`config.mk`:
```
export PLATFORM = sky130hd
export DESIGN_NAME = fft_frame_feeder
export DESIGN_NICKNAME = d
export VERILOG_FILES = /design/src/rtl/fft_frame_feeder.sv
export SDC_FILE = /design/constraint.sdc
export NUM_CORES = 1
export LEC_CHECK = 0
export BUFFER_PORTS_ARGS = -buffer_cell sky130_fd_sc_hd__buf_4
export CORE_ASPECT_RATIO = 1.5
export CORE_MARGIN = 8
export CORE_UTILIZATION = 33
export CTS_CLUSTER_DIAMETER = 80
export DETAILED_ROUTE_END_ITERATION = 10
export MAX_ROUTING_LAYER = met4
export PLACE_DENSITY = 0.52
export SLEW_MARGIN = 20
export SYNTH_ARGS = -nofsm -noshare
export SYNTH_HDL_FRONTEND = slang
export SYNTH_SLANG_ARGS = --single-unit
```
`constraint.sdc`:
```
create_clock -name clk -period 3.2 [get_ports clk]
set_clock_uncertainty 0.05 [all_clocks]
set_input_delay 0.16 -clock clk [delete_from_list [all_inputs] [get_ports clk]]
set_output_delay 0.16 -clock clk [all_outputs]
set_load 0.02 [all_outputs]
```
`src/rtl/fft_frame_feeder.sv`:
```
`default_nettype none
// +--------------------------------------------------------------------+
// | Module   : fft_frame_feeder                                         |
// | Brief    : Buffers ADC samples, cuts them into FRAME_LEN frames and   |
// |            drives a complex AXI4-Stream master (imag = 0, tlast).    |
// |            Macro OFFSET_BIN_EN: offset-binary ADC, signed left-justified output. |
// | Revision : 1.0  initial release                                     |
// +--------------------------------------------------------------------+
module fft_frame_feeder #(
    parameter int DATA_W     = 8,
    parameter int OUT_W      = 16,
    parameter int FRAME_LEN  = 256,
    parameter int FIFO_DEPTH = 16
) (
    input  logic                clk,
    input  logic                rst,
    input  logic                en,
    input  logic                mode,
    input  logic                start,
    input  logic [DATA_W-1:0]   adc_data,
    input  logic                adc_valid,
    output logic [2*OUT_W-1:0]  m_tdata,
    output logic                m_tvalid,
    input  logic                m_tready,
    output logic                m_tlast,
    output logic                busy,
    output logic                frame_done,
    output logic                overflow,
    output logic [15:0]         frame_cnt
);

    localparam int c_PTR_W = (FIFO_DEPTH > 1) ? $clog2(FIFO_DEPTH) : 1;
    localparam int c_CNT_W = c_PTR_W + 1;
    localparam int c_IDX_W = (FRAME_LEN > 1) ? $clog2(FRAME_LEN) : 1;

    localparam logic [c_CNT_W-1:0] c_DEPTH    = c_CNT_W'(FIFO_DEPTH);
    localparam logic [c_IDX_W-1:0] c_LAST_IDX = c_IDX_W'(FRAME_LEN - 1);

    localparam logic [1:0] c_IDLE    = 2'd0;
    localparam logic [1:0] c_CAPTURE = 2'd1;
    localparam logic [1:0] c_PAD     = 2'd2;
    localparam logic [1:0] c_DRAIN   = 2'd3;

    logic [1:0]          r_state;
    logic [OUT_W-1:0]    r_mem [FIFO_DEPTH];
    logic [c_PTR_W-1:0]  r_wr_ptr;
    logic [c_PTR_W-1:0]  r_rd_ptr;
    logic [c_CNT_W-1:0]  r_count;
    logic [c_IDX_W-1:0]  r_wr_idx;
    logic [c_IDX_W-1:0]  r_beat_idx;
    logic                r_tvalid;
    logic                r_tlast;
    logic [OUT_W-1:0]    r_real;
    logic                r_frame_done;
    logic                r_overflow;
    logic [15:0]         r_frame_cnt;

    logic [DATA_W-1:0]   w_adj;
    logic [OUT_W-1:0]    w_fmt;
    logic [OUT_W-1:0]    w_wr_data;
    logic                w_hs;
    logic                w_last_hs;
    logic                w_load;
    logic                w_full;
    logic                w_can_write;
    logic                w_wr_req;
    logic                w_wr;
    logic                w_drop;
    logic                w_start_ok;

    // Sample formatting: offset-binary becomes two's complement by flipping the MSB.
`ifdef OFFSET_BIN_EN
    localparam logic [DATA_W-1:0] c_MSB_MASK = {1'b1, {(DATA_W-1){1'b0}}};
    assign w_adj = adc_data ^ c_MSB_MASK;
`else
    assign w_adj = adc_data;
`endif

    generate
        if (OUT_W > DATA_W) begin : g_widen
`ifdef OFFSET_BIN_EN
            assign w_fmt = {w_adj, {(OUT_W-DATA_W){1'b0}}};
`else
            assign w_fmt = {{(OUT_W-DATA_W){1'b0}}, w_adj};
`endif
        end else begin : g_same
            assign w_fmt = w_adj;
        end
    endgenerate

    // The output register counts toward capacity, so FIFO_DEPTH samples total can be held.
    assign w_hs        = r_tvalid & m_tready;
    assign w_last_hs   = w_hs & r_tlast;
    assign w_load      = (~r_tvalid | m_tready) & (r_count != '0);
    assign w_full      = (r_count + c_CNT_W'(r_tvalid)) == c_DEPTH;
    assign w_can_write = ~w_full | w_hs;
    assign w_wr_req    = ((r_state == c_CAPTURE) & adc_valid) | (r_state == c_PAD);
    assign w_wr        = w_wr_req & w_can_write;
    assign w_wr_data   = (r_state == c_PAD) ? '0 : w_fmt;
    assign w_drop      = (r_state == c_CAPTURE) & adc_valid & ~w_can_write;
    assign w_start_ok  = (r_state == c_IDLE) & start & en;

    always_ff @(posedge clk) begin
        if (w_wr) begin
            r_mem[r_wr_ptr] <= w_wr_data;
        end
    end

    // Control, FIFO pointers and the output register stage.
    always_ff @(posedge clk or posedge rst) begin
        if (rst) begin
            r_state      <= c_IDLE;
            r_wr_ptr     <= '0;
            r_rd_ptr     <= '0;
            r_count      <= '0;
            r_wr_idx     <= '0;
            r_beat_idx   <= '0;
            r_tvalid     <= 1'b0;
            r_tlast      <= 1'b0;
            r_real       <= '0;
            r_frame_done <= 1'b0;
            r_overflow   <= 1'b0;
            r_frame_cnt  <= '0;
        end else begin
            case (r_state)
                c_IDLE: begin
                    if (w_start_ok) begin
                        r_state  <= c_CAPTURE;
                        r_wr_idx <= '0;
                    end
                end
                c_CAPTURE, c_PAD: begin
                    if (w_wr && (r_wr_idx == c_LAST_IDX)) begin
                        r_state  <= c_DRAIN;
                        r_wr_idx <= '0;
                    end else begin
                        if (w_wr) begin
                            r_wr_idx <= r_wr_idx + c_IDX_W'(1);
                        end
                        if ((r_state == c_CAPTURE) && !en) begin
                            r_state <= c_PAD;
                        end
                    end
                end
                default: begin
                    if (w_last_hs) begin
                        r_state <= (mode && en) ? c_CAPTURE : c_IDLE;
                    end
                end
            endcase

            if (w_wr) begin
                r_wr_ptr <= r_wr_ptr + c_PTR_W'(1);
            end

            case ({w_wr, w_load})
                2'b10:   r_count <= r_count + c_CNT_W'(1);
                2'b01:   r_count <= r_count - c_CNT_W'(1);
                default: r_count <= r_count;
            endcase

            // Beat index is tracked at load time so tlast travels with its data.
            if (w_load) begin
                r_real     <= r_mem[r_rd_ptr];
                r_rd_ptr   <= r_rd_ptr + c_PTR_W'(1);
                r_tvalid   <= 1'b1;
                r_tlast    <= (r_beat_idx == c_LAST_IDX);
                r_beat_idx <= (r_beat_idx == c_LAST_IDX) ? '0 : r_beat_idx + c_IDX_W'(1);
            end else if (w_hs) begin
                r_tvalid <= 1'b0;
                r_tlast  <= 1'b0;
            end

            r_frame_done <= w_last_hs;
            if (w_last_hs) begin
                r_frame_cnt <= r_frame_cnt + 16'd1;
            end

            if (w_drop) begin
                r_overflow <= 1'b1;
            end else if (w_start_ok) begin
                r_overflow <= 1'b0;
            end
        end
    end

    assign m_tdata    = {{OUT_W{1'b0}}, r_real};
    assign m_tvalid   = r_tvalid;
    assign m_tlast    = r_tlast;
    assign busy       = (r_state != c_IDLE);
    assign frame_done = r_frame_done;
    assign overflow   = r_overflow;
    assign frame_cnt  = r_frame_cnt;

endmodule
`default_nettype wire

```
**After elaboration in Yosys (flattened, before gate mapping)**

Memory sizes are Yosys's and may differ from the RTL's. A register that Yosys moved wholly into a read port is not among the register bits.
Cells that the tools add are included.

- $add $sub $neg: 8
- Eq/ne operators: 10
- Mux-type cells: 20
- Bitwise operators: 14
- Reductions and logical operators: 15

Operator list:

| operator | count |
|---|---|
| $mux 8 | 5 |
| $add 16x1->16 const B | 1 |
| $add 8x1->8 const B | 2 |
| $eq 8x8->1 const B | 2 |
| $pmux 8 s2 | 1 |
| $pmux 5 s2 | 1 |
| $reduce_bool 2->1 | 5 |
| $add 4x1->4 const B | 2 |
| $and 1x1->1 | 8 |
| $mux 1 | 8 |
| $mux 2 | 4 |
| $ne 3x3->1 const B | 2 |
| $reduce_and 3->1 | 2 |
| $add 5x1->5 | 1 |
| $add 5x1->5 const B | 1 |
| $eq 5x5->1 const B | 1 |
| $reduce_bool 5->1 | 1 |
| $sub 5x1->5 const B | 1 |
| $eq 2x1->1 const B | 2 |
| $eq 2x2->1 const B | 2 |
| $pmux 2 s2 | 1 |
| $logic_and 1x1->1 | 3 |
| $not 1->1 | 3 |
| $or 1x1->1 | 3 |
| other kinds (5) | 5 |

- Bits in registers: 67
- Memory bits (writable): 128
- Bits of input ports: 15
- Output and inout port bits: 53
- Logic and storage cells: 80
- Memories kept: 1

Memories:

| memory | words | width | rd ports | clocked after memory_dff | wr ports | RTL line | source |
|---|---|---|---|---|---|---|---|
| r_mem | 16 | 8 | 1 | 1 | 1 | 45 | `logic [OUT_W-1:0] r_mem [FIFO_DEPTH];` |

**Logic depth before layout (Yosys ltp)**

- Word-level depth: 8
- Mapped depth: 15
- Mapped depth without buffers: 14

**Worst setup path before layout**

Ideal clock, no wire load.

- Path type: register to register
- Start point: register r_tvalid (netlist: m_tvalid)
- End point: register r_count[4]
- Library setup time: 0.127 ns
- Arrival time: 2.959 ns
- Required time: 3.023 ns
- Path slack: 0.064 ns
- Cell stages (with the launch flop): 16
- Buffers on the path: 1
- Period minus slack after synthesis: 3.136 ns
- Path through: dfrtp_1 > ha_1 > ha_1 > a211oi_1 > o21a_1 > a21oi_2 > inv_2 > ha_1 > clkbuf_1 > xor2_1 > ha_1 > nor2b_1 > o21ai_0 > a31oi_1 > nor2_1 > xor2_1

- Word-level cells in the longest chain between the ends: 7
- Elaborated cells between the ends (all ways): 13
- Those cells by class: add/sub (1); eq/ne (3); mux (1); bitwise (7); reduce/logical (1)

RTL lines:

| what | RTL line | source |
|---|---|---|
| from (decl) | 51 | `logic r_tvalid;` |
| from (signal assigned) | 118 | `r_tvalid <= 1'b0;` |
| from (signal assigned) | 166 | `r_tvalid <= 1'b1;` |
| from (signal assigned) | 170 | `r_tvalid <= 1'b0;` |
| $add 5x1->5 | 95 | `assign w_full = (r_count + c_CNT_W'(r_tvalid)) == c_DEPTH;` |
| $eq 5x5->1 | 95 |  |
| $not 1->1 | 96 | `assign w_can_write = ~w_full \| w_hs;` |
| $or 1x1->1 | 96 |  |
| $and 1x1->1 | 98 | `assign w_wr = w_wr_req & w_can_write;` |
| $eq 2x1->1 or $eq 2x2->1 (tied branches) | 156 | `case ({w_wr, w_load})` |
| $pmux 5 s2 or $reduce_bool 2->1 (tied branches) | -- |  |
| to (signal assigned) | 157 | `2'b10: r_count <= r_count + c_CNT_W'(1);` |
| to (signal assigned) | 158 | `2'b01: r_count <= r_count - c_CNT_W'(1);` |
| to (signal assigned) | 159 | `default: r_count <= r_count;` |
| to (decl) | 48 | `logic [c_CNT_W-1:0] r_count;` |

Several ways; a longest one is shown, not always the timed one.
A chain may end at the register's enable or synchronous reset.

**Final worst setup path**

Ends and elaborated chain as after synthesis.

==> reports/results.txt <==
Complex-gate fraction of the synthesized area -> 5.43%
Post-DP HPWL -> 12,600 um
Main combinational cell family by area after synthesis -> multiplexers
Hold Crit Start -> m_tready
First-pass GRT wire length -> 28,500 um
Setup crit start kind -> flop
Hold Crit Endpoint -> frame_cnt[0]
Post-synthesis xor/xnor area fraction -> 3.80%
Max incr delay on CP -> 0.38 ns
Worst skew pair latency -> 0.43 ns
Hold Crit Class -> primary input to flop
Unrepaired setup endpoints after global routing -> false
Design Power -> 8.40 mW
Post-synthesis instance total -> 549
Initial antenna violation count -> 0
Worst flop-to-flop path startpoint -> m_tvalid
Reg-to-Reg End -> r_count[4]
Setup crit end kind -> flop
Synth Flop Type -> edfxtp_1
Clock Pin Slew Worst Setup and Hold Paths -> 0.08 ns
Drt first pass iters -> 4
Netlist Area Pre-Place -> 0.00829 mm^2
Die H -> 210 um
Post-Place Cell Area -> 0.00906 mm^2
Synth Area in Simple Gates -> 9.06%
Final wirelength -> 17,500 um
Number of max-cap violations -> 0
RePlAce Congestion -> 0.811
EDFF count, synth -> 128
Row cnt -> 71
Starting DRT DRC Count -> 228
PortBufs -> 43
Routed via count -> 4,658
Clock root cell -> clkbuf_16
Yosys reg bits -> 187
Post-synthesis adder-cell area fraction -> 2.72%
Setup tns final -> 0 ns
Critical path's slowest cell -> dfrtp_1
Final hold vios -> 0
ANT nets after route -> 0
Core Box Area -> 0.0249 mm^2
WS Path Type -> flop to flop
Cell Chain, Critical Path -> ha_1 > ha_1 > a211oi_2 > o21a_1 > a21oi_2 > inv_2 > ha_2 > xor2_1 > ha_1 > nor2b_1 > o21ai_0 > a31oi_1 > nor2_1 > xor2_1
CP Max Fanout -> 7
TritonCTS clock tree -> built
WL/cell -> 18.2 um
Fmax -> 349 MHz
Via density -> 4.85
Hold path depth -> 3
Crit path required time -> 3.46 ns
N_diodes -> 0
Multi-input combinational cell area -> 0.00274 mm^2
Fin area -> 0.00965 mm^2
Synth warn -> 0
Worst Tran Pin Value -> 0.744 ns
Most used cell along the critical path -> ha_1
CTS Buffer Depth -> 2
R2R depth -> 14
Async set-reset flop share out of synthesis -> 31.6%
Reg area -> 0.00532 mm^2
Synth unique cells -> 67
GRT Resource Usage Total -> 12.4%
Synth top area cells -> edfxtp_1 (46%), dfrtp_1 (18%), mux4_2 (8.7%), xnor2_1 (2.9%), ha_1 (2.7%)
Share of cells above drive strength 1 -> 23.9%
Sequential element share of the synthesized area -> 64.2%
Final Util -> 38.8%
Max-slew violations -> 0
DRC -> 0
Synth area leader -> edfxtp_1
FILL cells -> 2,357
H-tree Lvls -> 4
Run status -> finished clean
Avg Inst Size Synth -> 15.1 um^2
Clock sinks -> 187
Top cell type's share of synthesized area -> 46.4%
Worst rel slew slack -> 50.3%
CP arrival -> 3.13 ns
Die W -> 145 um
Largest net degree at the start of global routing -> 35
Area of the die -> 0.0306 mm^2
Final setup violation count -> 0
TritonCTS Buffers -> 17
Mux cell area share after synthesis -> 10.9%
Lkg Pwr -> 3.63 nW
Fin crit share -> 89.7%
IO Count -> 68
Power per Cell Area -> 870 mW/mm^2
Worst vdd ir -> 0.376 mV
Final net count -> 653
WP buf/inv -> 1
Initial Utilization -> 33.3%
P&R area growth vs syn -> 16.4%
Vias in the first global route -> 5,060
Total grt overflow -> 0
Family with the most delay on the worst path -> adder cells
Reg-to-reg slack, setup -> 0.33 ns
Post-layout min period -> 2.87 ns
## routing by layer
metal / up-vias / track usage (%) / wire, um / part of all wire (%)
li1: 2169 / - / - / -
met1: 2352 / 13.6 / 7080 / 41
met2: 110 / 21.5 / 9240 / 53
met3: 27 / 2.68 / 627 / 3.6
met4: 0 / 5.40 / 526 / 3.0
met5: - / - / 0 / 0
## how the worst max path moves through the flow
stage | start | endpoint | slack [ns] | depth (start not counted)
floorplan | m_tvalid | r_count[4] | 0.06 | 15
finish | m_tvalid | r_count[4] | 0.33 | 14
detailed placement | m_tvalid | r_count[4] | 0.19 | 14
CTS | m_tvalid | r_count[4] | 0.18 | 14
global placement | m_tvalid | r_count[4] | 0.25 | 14
global route | m_tvalid | r_count[4] | 0.03 | 14
## where the power goes
group / internal (mW) / switching (mW)
registers: 3.17 / 0.370
clock network: 1.02 / 0.964
logic: 1.27 / 1.60
## registers in the layout (all words and copies together), names as in the netlist
signal	flops
frame_done	1
r_mem	128
r_rd_ptr	4
r_real	8
overflow	1
frame_cnt	16
r_wr_idx	8
m_tlast	1
r_wr_ptr	4
m_tvalid	1
r_count	5
r_beat_idx	8
r_state	2
## cell usage after synthesis, types with 2 or more instances
library cell and n:
a211oi_1 2, a21boi_0 3, a21o_1 3, a21oi_1 7
and2_1 5, and3_1 7, and4_1 4, buf_1 2
buf_2 6, buf_4 26, clkbuf_1 7, dfrtp_1 59
edfxtp_1 128, ha_1 18, inv_1 9, mux2i_1 17
mux4_2 32, nand2_1 47, nand2b_1 4, nand3_1 17
nand4_1 8, nand4b_1 2, nor2_1 15, nor2b_1 9
nor3_1 3, nor3b_1 4, nor4b_1 4, o2111ai_1 2
o211ai_1 2, o21a_1 3, o21ai_0 13, o21ai_1 4
o221ai_1 8, or4_1 2, xnor2_1 27, xor2_1 9
## cell usage in the layout, fill, tap and decap left out, types with 5 or more instances in the layout
| cell type | instances |
|---|---|
| edfxtp_1 | 128 |
| buf_4 | 68 |
| dfrtp_1 | 58 |
| nand2_1 | 47 |
| mux4_2 | 32 |
| xnor2_1 | 27 |
| conb_1 | 24 |
| mux2i_1 | 17 |
| nand3_1 | 17 |
| ha_1 | 17 |
| clkbuf_16 | 17 |
| nor2_1 | 15 |
| o21ai_0 | 13 |
| xor2_1 | 9 |
| nor2b_1 | 9 |
| o221ai_1 | 8 |
| inv_1 | 8 |
| nand4_1 | 8 |
| and3_1 | 7 |
| a21oi_1 | 7 |
| and2_1 | 5 |
## repair_timing
item                                   in CTS  in global routing
hold buffers                                2                  0
endpoints found under the hold margin      34                  0
buffers inserted                            0                  0
gates resized for setup                     0                  2
setup endpoints to repair                   0                  1
## stage by stage
stage | cells | setup slack [ns] | hold slack (ns)
6_report | 961 | 0.331 | 0.0526
5_1_grt | 961 | 0.0325 | 0.0550
4_1_cts | 961 | 0.176 | 0.0290
3_5_place_dp | 927 | 0.191 | 0.304
3_3_place_gp | 927 | 0.253 | 0.287
2_1_floorplan | 572 | 0.0640 | 0.260
## cells by family (layout without fill, tap and decap cells)
group	Yosys count	in the layout
flip-flops	187	187
AND/OR/NAND/NOR	141	141
AO/OA/AOI/OAI	61	61
buffers and inverters	55	116
multiplexers	50	50
XOR/XNOR	36	36
adder cells (fa/ha/maj)	18	18
other	1	24
## tightest hold or removal path, stage by stage
cell	delay, ns
buf_4	0.13
nand3_2	0.14
xnor2_1	0.08
## final cells by class
type                       instances  share of cell area (%)
clock inverter                    15                    1.39
sequential                       187                    55.1
tap                              328                    4.25
clock buffer                      17                    4.41
multi-input combinational        330                    28.4
inverter                          12                   0.493
timing repair buffer              72                    5.91
Note: power is estimated with default switching activity, not from simulation.
